==> src/rtl/multicycle_ctrl.sv <==
// Main control FSM for the multicycle RISC-V core: sequences each instruction
// over several cycles, drives datapath selects/enables and counts retirements.
module multicycle_ctrl (
    input  logic        clk,
    input  logic        reset,
    input  logic [6:0]  op,
    input  logic        zero,
    input  logic        memReady,
    output logic        pcWrite,
    output logic        adrSrc,
    output logic        memWrite,
    output logic        irWrite,
    output logic        regWrite,
    output logic [1:0]  resultSrc,
    output logic [1:0]  aluSrcA,
    output logic [1:0]  aluSrcB,
    output logic [1:0]  aluOp,
    output logic        illegal,
    output logic [3:0]  state,
    output logic [31:0] retired
);

    typedef enum logic [3:0] {
        FETCH    = 4'd0,
        DECODE   = 4'd1,
        MEMADR   = 4'd2,
        MEMREAD  = 4'd3,
        MEMWB    = 4'd4,
        MEMWRITE = 4'd5,
        EXECUTER = 4'd6,
        EXECUTEI = 4'd7,
        ALUWB    = 4'd8,
        BEQ      = 4'd9,
        JAL      = 4'd10
    } state_t;

    localparam logic [6:0] OP_LW   = 7'b0000011;
    localparam logic [6:0] OP_SW   = 7'b0100011;
    localparam logic [6:0] OP_R    = 7'b0110011;
    localparam logic [6:0] OP_I    = 7'b0010011;
    localparam logic [6:0] OP_BEQ  = 7'b1100011;
    localparam logic [6:0] OP_JAL  = 7'b1101111;

    state_t      state_q, state_d;
    logic [31:0] retired_q, retired_d;
    logic        retire;
    logic        pc_we, ir_we, mem_we, reg_we, ill;

    always_comb begin
        state_d   = state_q;
        retire    = 1'b0;
        pc_we     = 1'b0;
        ir_we     = 1'b0;
        mem_we    = 1'b0;
        reg_we    = 1'b0;
        ill       = 1'b0;
        adrSrc    = 1'b0;
        resultSrc = 2'b00;
        aluSrcA   = 2'b00;
        aluSrcB   = 2'b00;
        aluOp     = 2'b00;
        case (state_q)
            FETCH: begin
                aluSrcB   = 2'b10;
                resultSrc = 2'b10;
                ir_we     = memReady;
                pc_we     = memReady;
                if (memReady) state_d = DECODE;
            end
            DECODE: begin
                aluSrcA = 2'b01;
                aluSrcB = 2'b01;
                case (op)
                    OP_LW, OP_SW: state_d = MEMADR;
                    OP_R:         state_d = EXECUTER;
                    OP_I:         state_d = EXECUTEI;
                    OP_BEQ:       state_d = BEQ;
                    OP_JAL:       state_d = JAL;
                    default: begin
                        state_d = FETCH;
                        ill     = 1'b1;
                    end
                endcase
            end
            MEMADR: begin
                aluSrcA = 2'b10;
                aluSrcB = 2'b01;
                state_d = (op == OP_LW) ? MEMREAD : MEMWRITE;
            end
            MEMREAD: begin
                adrSrc = 1'b1;
                if (memReady) state_d = MEMWB;
            end
            MEMWB: begin
                resultSrc = 2'b01;
                reg_we    = 1'b1;
                retire    = 1'b1;
                state_d   = FETCH;
            end
            MEMWRITE: begin
                adrSrc = 1'b1;
                mem_we = 1'b1;
                if (memReady) begin
                    retire  = 1'b1;
                    state_d = FETCH;
                end
            end
            EXECUTER: begin
                aluSrcA = 2'b10;
                aluOp   = 2'b10;
                state_d = ALUWB;
            end
            EXECUTEI: begin
                aluSrcA = 2'b10;
                aluSrcB = 2'b01;
                aluOp   = 2'b10;
                state_d = ALUWB;
            end
            ALUWB: begin
                reg_we  = 1'b1;
                retire  = 1'b1;
                state_d = FETCH;
            end
            BEQ: begin
                aluSrcA = 2'b10;
                aluOp   = 2'b01;
                pc_we   = zero;
                retire  = 1'b1;
                state_d = FETCH;
            end
            JAL: begin
                aluSrcA = 2'b01;
                aluSrcB = 2'b10;
                pc_we   = 1'b1;
                state_d = ALUWB;
            end
            default: state_d = FETCH;
        endcase
    end

    // Write strobes are masked by reset so an abandoned instruction writes nothing.
    assign pcWrite  = pc_we  & ~reset;
    assign irWrite  = ir_we  & ~reset;
    assign memWrite = mem_we & ~reset;
    assign regWrite = reg_we & ~reset;
    assign illegal  = ill    & ~reset;

    assign retired_d = retire ? retired_q + 32'd1 : retired_q;

    always_ff @(posedge clk) begin
        if (reset) begin
            state_q   <= FETCH;
            retired_q <= '0;
        end else begin
            state_q   <= state_d;
            retired_q <= retired_d;
        end
    end

    assign state   = state_q;
    assign retired = retired_q;

endmodule

==> config.mk <==
export PLATFORM = sky130hd
export DESIGN_NAME = multicycle_ctrl
export DESIGN_NICKNAME = d
export VERILOG_FILES = /design/src/rtl/multicycle_ctrl.sv
export SDC_FILE = /design/constraint.sdc
export NUM_CORES = 1
export LEC_CHECK = 0
export ABC_CLOCK_PERIOD_IN_PS = 2800
export CORE_MARGIN = 10
export CORE_UTILIZATION = 51
export CTS_CLUSTER_DIAMETER = 150
export CTS_CLUSTER_SIZE = 28
export DETAILED_ROUTE_END_ITERATION = 10
export GPL_TIMING_DRIVEN = 0
export PLACE_DENSITY = 0.95
export REMOVE_ABC_BUFFERS = 1
export SYNTH_ARGS = -nofsm -noshare
export SYNTH_HDL_FRONTEND = slang
export SYNTH_SLANG_ARGS = --single-unit
==> constraint.sdc <==
create_clock -name clk -period 2.8 [get_ports clk]
set_input_delay 0.42 -clock clk [delete_from_list [all_inputs] [get_ports clk]]
set_output_delay 0.42 -clock clk [all_outputs]
set_load 0.005 [all_outputs]
==> metrics.cfg, run 1 <==
[outcome]
status=complete, no violations

[grt]
grt_pass1_vias=2053
grt-ovfl-total=0
grt_usage_pct=16.2
grt_max_degree=43
grt_pass1_wl_um=9870
antenna_found_initial=0

[final_layout]
synthToLayoutAreaGrowth_pct=33.8
final_cell_mix=59 x clkdlybuf4s50_1, 34 x nor2_1, 32 x dfxtp_1
finalNonFillerCells=374
antenna_cells=0
final_common_cell=clkdlybuf4s50_1
drive_above_1_share_pct=6.48
layout.nets=335

[clock_network]
clkSinkCount=36
path_clk_slew_ns=0.08
cts-hold-fix-buffers=0
cts_tree=built
clk_latency_ns=0.30
htreeDepth=2
cts_setup_buffers=0
clockBufferDepth=2
clockRootBuffer=clkbuf_8
cts_buffers=5

[yosys]
yosysUniqueCellTypes=49
synth_edf_count=0
ys_warn_count=0
syn_inst=270
synthTopCellsByArea=dfxtp_1 34%, xnor2_1 6.6%, nor2_1 6.0%
postSynthAreaPerCell_um2=7.92
seq_area_frac_synth_pct=33.7
synth_area_mm2=0.00214
synth_top_area_cell=dfxtp_1
synth_top_cell_area_share_pct=33.7
synth_flop_cell=dfxtp_1
synthArstFlopShare_pct=0
ys_seq_elements=36

[worst_hold_path]
min_from=retired[29]$_SDFFE_PP0P_
hp-class=reg2reg

[detailed_routing]
first_iter_violations=150
drc=0
totalWireLength_um=5930
first_pass_iters=4
ant_nets=0
vias_per_cell=5.91
num_vias=2210
wire_per_inst_um=15.9

[pwr]
leakage_nw=0.921
pwr_density_cell_mw_per_mm2=365
fin_total_pwr_w=0.00104
ir_drop_uv=184

[die]
io_pins=61
die_w_um=84.8
die_area_mm2=0.00718
die_h_um=84.8
placementRows=23
initial_utilization_pct=53.1
core_mm2=0.00403

[job]
drv_cap=0

[placed_design]
pre_cts_ws_ns=-0.471
routabilityCongestion=0.873
numPortBuffers=60
dpl.hpwl_um=4330
dp.cells=366

[timing]
finClkSkew_ns=0.00797
final_max_slew_viol_count=0
worst-slew-pin-transition_ns=0.753
period_needed_ns=2.55
rsz0062_at_grt=no
max_freq_mhz=393
period_share_pct=90.9
finalWorstSetupSlack_ns=0.254
relSlewSlack_pct=49.8
setup_viol=0
hold_viol=0
setup_tns_ns=0

[setup_path]
worstSetupPathType=reg2out
crit_fanout=20
critical_path_required_ns=2.38
rr_startpoint=state[2]$_SDFFE_PP0P_
crit_arrival_ns=2.13
cp-start-kind=register
worstSetupStartpoint=state[2]$_SDFFE_PP0P_
cp-end-kind=output pin

## per-stage QoR
step           hold WS, ns  utilization, %  instance area [um^2]
2_1_floorplan        0.458               -                  2080
6_report             0.504            71.0                  2860
3_3_place_gp         0.462            68.2                  2750
3_5_place_dp         0.491            68.2                  2750
4_1_cts              0.502            70.9                  2860
5_1_grt              0.531            71.0                  2860
## power by group
| part | switching [W] | internal, W | total [W] |
|---|---|---|---|
| sequential | 0.00000412 | 0.000513 | 0.000517 |
| clock | 0.000190 | 0.000264 | 0.000455 |
| combinational | 0.0000355 | 0.0000370 | 0.0000725 |
## worst max-delay path, stage by stage, from the launching register on
cell and delay (ns):
dfxtp_2 0.55, nand2b_1 0.25, a2111oi_0 0.43, clkdlybuf4s50_1 0.60
## layout make-up
type	instances	area [um^2]
clock buffer	6	72.6
clock inverter	2	35.0
fill	333	1170
inverter	7	26.3
multi-input combinational	213	1340
sequential	36	726
tap	50	62.6
timing repair buffer	60	596
## worst paths after layout
path | to | slack [ns] | depth (start not counted)
worst min register to register | retired[29]$_SDFFE_PP0P_ | 0.50 | 2
worst min-delay path | retired[29]$_SDFFE_PP0P_ | 0.50 | 2
worst max register to register | retired[30]$_SDFFE_PP0P_ | 0.67 | 5
worst max-delay path | regWrite | 0.25 | 3
## what timing repair did
action                                  in CTS  in global routing
endpoints found under the setup margin       5                  3
resized for setup                            2                  4
endpoints found under the hold margin        0                  0
cloned                                       0                  0
## synth_stat cells (4+ instances only)
master and n:
or3_1 11, nand3_1 13, nor2_1 34, nor2b_1 4
nor4_1 11, dfxtp_1 36, clkbuf_1 12, nand4_1 6
o21ai_0 11, xor2_1 6, a21oi_1 20, and3_1 4
xnor2_1 16, nand2b_1 5, nand2_1 16, inv_1 7
nor3_1 14
## cells by family (layout without fill, tap and decap cells)
| logic type | after synthesis | after routing | synth area share, % |
|---|---|---|---|
| fa+ha+maj | 1 | 1 | 0.585 |
| flops | 36 | 36 | 33.7 |
| mux | 1 | 1 | 0.468 |
| buf+inv | 21 | 75 | 3.74 |
| xor+xnor | 22 | 22 | 9.01 |
| compound gates | 50 | 50 | 14.7 |
| simple gates | 139 | 139 | 37.8 |
## flip-flops by register name (all words and copies together), names as in the netlist
signal / cells
retired: 32
state: 4
## routing by layer
metal / track usage (%) / vias to the layer above / part of all wire, %
li1: - / 1103 / -
met1: 17.8 / 1025 / 40
met2: 27.5 / 74 / 50
met3: 6.96 / 8 / 9.4
met4: 4.79 / 0 / 1.1
met5: 0 / - / 0
No activity file was read; power rests on OpenSTA's default activity.
==> run 2, diff against run 1 <==
Settings changed: CORE_UTILIZATION 51 to 68, DONT_BUFFER_PORTS set to 1, GPL_TIMING_DRIVEN 0 to unset, SLEW_MARGIN set to 0.
==> metrics.cfg, run 2 (synthesis gave the netlist of run 1 again) <==
[detailed_routing]
num_vias=1994
drc=0
first_iter_violations=199
first_pass_iters=5
ant_nets=0
wire_per_inst_um=17.1
totalWireLength_um=5290
vias_per_cell=6.43

[grt]
met1_usage_pct=20.3
use_met2_pct=29.3
antenna_found_initial=0
grt_busiest_layer=met2
grt_max_degree=43
met3_usage_pct=4.72
grt_pass1_vias=1852
grt_pass1_wl_um=8850
grt-ovfl-total=0
grt_usage_pct=17.5

[final_layout]
layout.nets=277
largest_reg_flops=32
finalNonFillerCells=310
finish.utilization_pct=73.2
final_cell_mix=36 x dfxtp_1, 34 x nor2_1, 20 x a21oi_1
fillerInstances=236
synthToLayoutAreaGrowth_pct=3.63
antenna_cells=0
final_common_cell=dfxtp_1
drive_above_1_share_pct=6.77

[placed_design]
numPortBuffers=0
dpl.hpwl_um=3820
routabilityCongestion=0.771
dp.cells=302
pre_cts_ws_ns=0.686

[die]
die_w_um=76.1
initial_utilization_pct=70.6
die_area_mm2=0.00579
core_mm2=0.00303
placementRows=20
io_pins=61
die_h_um=76.1

[timing]
setup_viol=0
relSlewSlack_pct=52.3
worst-slew-pin-transition_ns=0.697
finalWorstSetupSlack_ns=0.421
hold_viol=0
timing.hold.ws_ns=0.143
rsz0062_at_grt=no
period_share_pct=85.0
max_freq_mhz=420
finClkSkew_ns=0.00947
setup_tns_ns=0
period_needed_ns=2.38
final_max_slew_viol_count=0

[pwr]
combPwrFrac_pct=3.8
pwr_density_cell_mw_per_mm2=375
p_sw_w=0.000184
p_seq_share_pct=62.2
p_int_w=0.000647
clkPwrFrac_pct=34.0
leakage_nw=0.699
ir_drop_uv=163
sw_frac_of_total_pct=22.1

[worst_hold_path]
hp-class=in2reg
min_from=reset

[setup_path]
crit_path_max_incr_delay_ns=0.69
worstSetupPathType=reg2out
crit_fanout=16
path_cells=nor4b_1, nor4b_1
cp-start-kind=register
cpMostUsedCell=nor4b_1
rr_startpoint=state[0]$_SDFFE_PP0P_
crit_arrival_ns=1.96
worstSetupStartpoint=state[0]$_SDFFE_PP0P_
critical_path_required_ns=2.38
cp-end-kind=output pin
cp_slowest_cell=dfxtp_1

[clock_network]
cts-hold-fix-buffers=0
clockRootBuffer=clkbuf_4
cts_tree=built
path_clk_slew_ns=0.11
cts_setup_buffers=0
cts.repair.resized=0
htreeDepth=2
clk_latency_ns=0.33
clkSinkCount=36
cts_buffers=5
clockBufferDepth=2

[outcome]
status=complete, no violations

[job]
drv_cap=0

## run 2: cell types whose count changed in the layout (fill, tap and decap cells not counted), sizes merged
cell and delta:
clkinv +1, clkdlybuf4s50 -59, bufinv -1, buf +1
## run 2: power by group through the flow
stage | clock, W | sequential, W | combinational (W)
after floorplan | 0 | 0.000527 | 0.0000264
after global placement | 0 | 0.000528 | 0.0000303
after detailed placement | 0 | 0.000529 | 0.0000313
after CTS | 0.000289 | 0.000517 | 0.0000315
after global routing | 0.000303 | 0.000517 | 0.0000354
final | 0.000282 | 0.000517 | 0.0000316
## run 2: cell type report
type / instances / area [um^2] / share of cell area (%)
clock buffer: 6 / 51.3 / 2.32
clock inverter: 2 / 10.0 / 0.452
inverter: 7 / 26.3 / 1.19
multi-input combinational: 213 / 1340 / 60.4
sequential: 36 / 721 / 32.5
tap: 44 / 55.1 / 2.48
timing repair buffer: 2 / 15.0 / 0.678
## run 2: worst paths after layout
kind	cells after the start	to	slack, ns
max	2	illegal	0.42
min	1	retired[18]$_SDFFE_PP0P_	0.14
max reg2reg	5	retired[28]$_SDFFE_PP0P_	0.65
min reg2reg	2	retired[31]$_SDFFE_PP0P_	0.51
## run 2: metrics by stage
| step | power [W] | area [um^2] |
|---|---|---|
| after global routing | 0.000855 | 2220 |
| after global placement | 0.000559 | 2150 |
| after detailed placement | 0.000560 | 2150 |
| final | 0.000831 | 2220 |
| after floorplan | 0.000554 | 2080 |
| after CTS | 0.000837 | 2220 |
## run 2: layer usage
layer  vias up  part of all wire (%)
met5         -                     0
met4         0                   1.7
met2        89                    50
met3         7                   8.7
li1        988                     -
met1       910                    40
## run 2: worst max-delay path, delay by kind of cell (launching register included)
kind	cells	cell delay, ns
DFF	1	0.69
and+or+nand+nor	2	0.93
==> run 3, diff against run 2 <==
Settings changed: ABC_CLOCK_PERIOD_IN_PS 2800 to 2500, CORE_UTILIZATION 68 to 63, PLACE_DENSITY 0.95 to 0.9.
Clock period 2.8 ns to 2.5 ns, I/O delays scaled along.
==> metrics.cfg, run 3 (synthesis gave the netlist of run 1 again) <==
[detailed_routing]
drc=0
num_vias=1999
vias_per_cell=6.35
wire_per_inst_um=16.5
first_pass_iters=4
totalWireLength_um=5190
first_iter_violations=150
ant_nets=0

[timing]
final_max_slew_viol_count=0
rsz0062_at_grt=no
hold_viol=0
relSlewSlack_pct=57.7
period_share_pct=89.8
finClkSkew_ns=0.0131
setup_tns_ns=0
setup_viol=0
worst-slew-pin-transition_ns=0.618
period_needed_ns=2.24
max_freq_mhz=446

[die]
die_h_um=78.3
core_mm2=0.00331
die_w_um=78.3
placementRows=21
die_area_mm2=0.00612
initial_utilization_pct=64.6
io_pins=61

[setup_path]
rr_startpoint=retired[4]$_SDFFE_PP0P_
crit_end=pcWrite
rrSetupSlack_ns=0.40
reg2regPathDepth=5
crit_fanout=10
crit_arrival_ns=1.87
worstSetupPathType=reg2out
cp-end-kind=output pin
cp-start-kind=register
critical_path_required_ns=2.12
worstSetupStartpoint=state[0]$_SDFFE_PP0P_
worstReg2RegEnd=retired[30]$_SDFFE_PP0P_

[pwr]
ir_drop_uv=237
leakage_nw=0.718
pwr_density_cell_mw_per_mm2=453

[worst_hold_path]
holdPathStages=1
hp-class=in2reg

[final_layout]
synthToLayoutAreaGrowth_pct=5.50
fillerInstances=291
antenna_cells=0
largest_reg_flops=32
drive_above_1_share_pct=7.43
finish.utilization_pct=68.1
layout.nets=280
final_common_cell=dfxtp_1
final_cell_mix=36 x dfxtp_1, 34 x nor2_1, 20 x a21oi_1

[clock_network]
cts.repair.resized=0
htreeDepth=2
cts_tree=built
clockRootBuffer=clkbuf_4
clockBufferDepth=2
cts_setup_buffers=0
cts-hold-fix-buffers=0
clkSinkCount=36
path_clk_slew_ns=0.11
cts_buffers=5
clk_latency_ns=0.34

[placed_design]
dpl.hpwl_um=3820
numPortBuffers=0
routabilityCongestion=0.863

[grt]
grt_pass1_vias=1800
antenna_found_initial=0
grt_pass1_wl_um=8630
grt_usage_pct=16.6
grt_max_degree=43
grt-ovfl-total=0

[job]
drv_cap=0

[outcome]
status=complete, no violations

## run 3: through the flow
step           total power, W  hold slack, ns  instance area (um^2)  setup WS [ns]  std cells
3_3_place_gp         0.000628           0.452                  2180          0.489        307
5_1_grt               0.00105          0.0769                  2260         0.0886        315
2_1_floorplan        0.000620           0.444                  2080          0.486        256
3_5_place_dp         0.000628           0.453                  2180          0.448        307
6_report              0.00102          0.0916                  2260          0.255        315
4_1_cts               0.00103          0.0808                  2260          0.248        315
## run 3: how the worst min path moves through the flow
stage           from                        to  slack (ns)
4_1_cts        reset  retired[15]$_SDFFE_PP0P_        0.08
2_1_floorplan  reset   retired[1]$_SDFFE_PP0P_        0.44
6_report       reset   retired[4]$_SDFFE_PP0P_        0.09
3_5_place_dp   reset  retired[30]$_SDFFE_PP0P_        0.45
3_3_place_gp   reset  retired[27]$_SDFFE_PP0P_        0.45
5_1_grt        reset  retired[25]$_SDFFE_PP0P_        0.08
## run 3: final cells by class
cell class	count	area (um^2)	share of cell area (%)
inverters	7	26.3	1.16
flip-flops and latches	36	721	31.9
clock inverters	2	35.0	1.55
clock buffers	6	41.3	1.83
well taps	46	57.6	2.55
multi-input cells	213	1340	59.3
repair buffers	5	37.5	1.66
## run 3: worst max-delay path, cell delays in order (launching register included)
cell and delay [ns]:
dfxtp_1 0.53, buf_4 0.22, nor2b_1 0.31, a21oi_1 0.12, nor2_1 0.10, a41oi_1 0.05, nor3_1 0.21
## run 3: power by group
group,switching [W],leakage (nW),internal (W)
clock network,0.000197,0.0422,0.000210
logic,0.0000200,0.385,0.0000178
registers,0.00000278,0.290,0.000574
total,0.000219,0.718,0.000802
## run 3: metal layers
metal | share of wire, % | global-route usage, % | wire (um) | vias to the layer above
met5 | 0 | 0 | 0 | -
met4 | 1.8 | 6.45 | 91 | 0
met3 | 9.6 | 7.06 | 496 | 8
met2 | 50 | 27.7 | 2580 | 62
met1 | 39 | 18.2 | 2020 | 939
li1 | - | - | - | 990
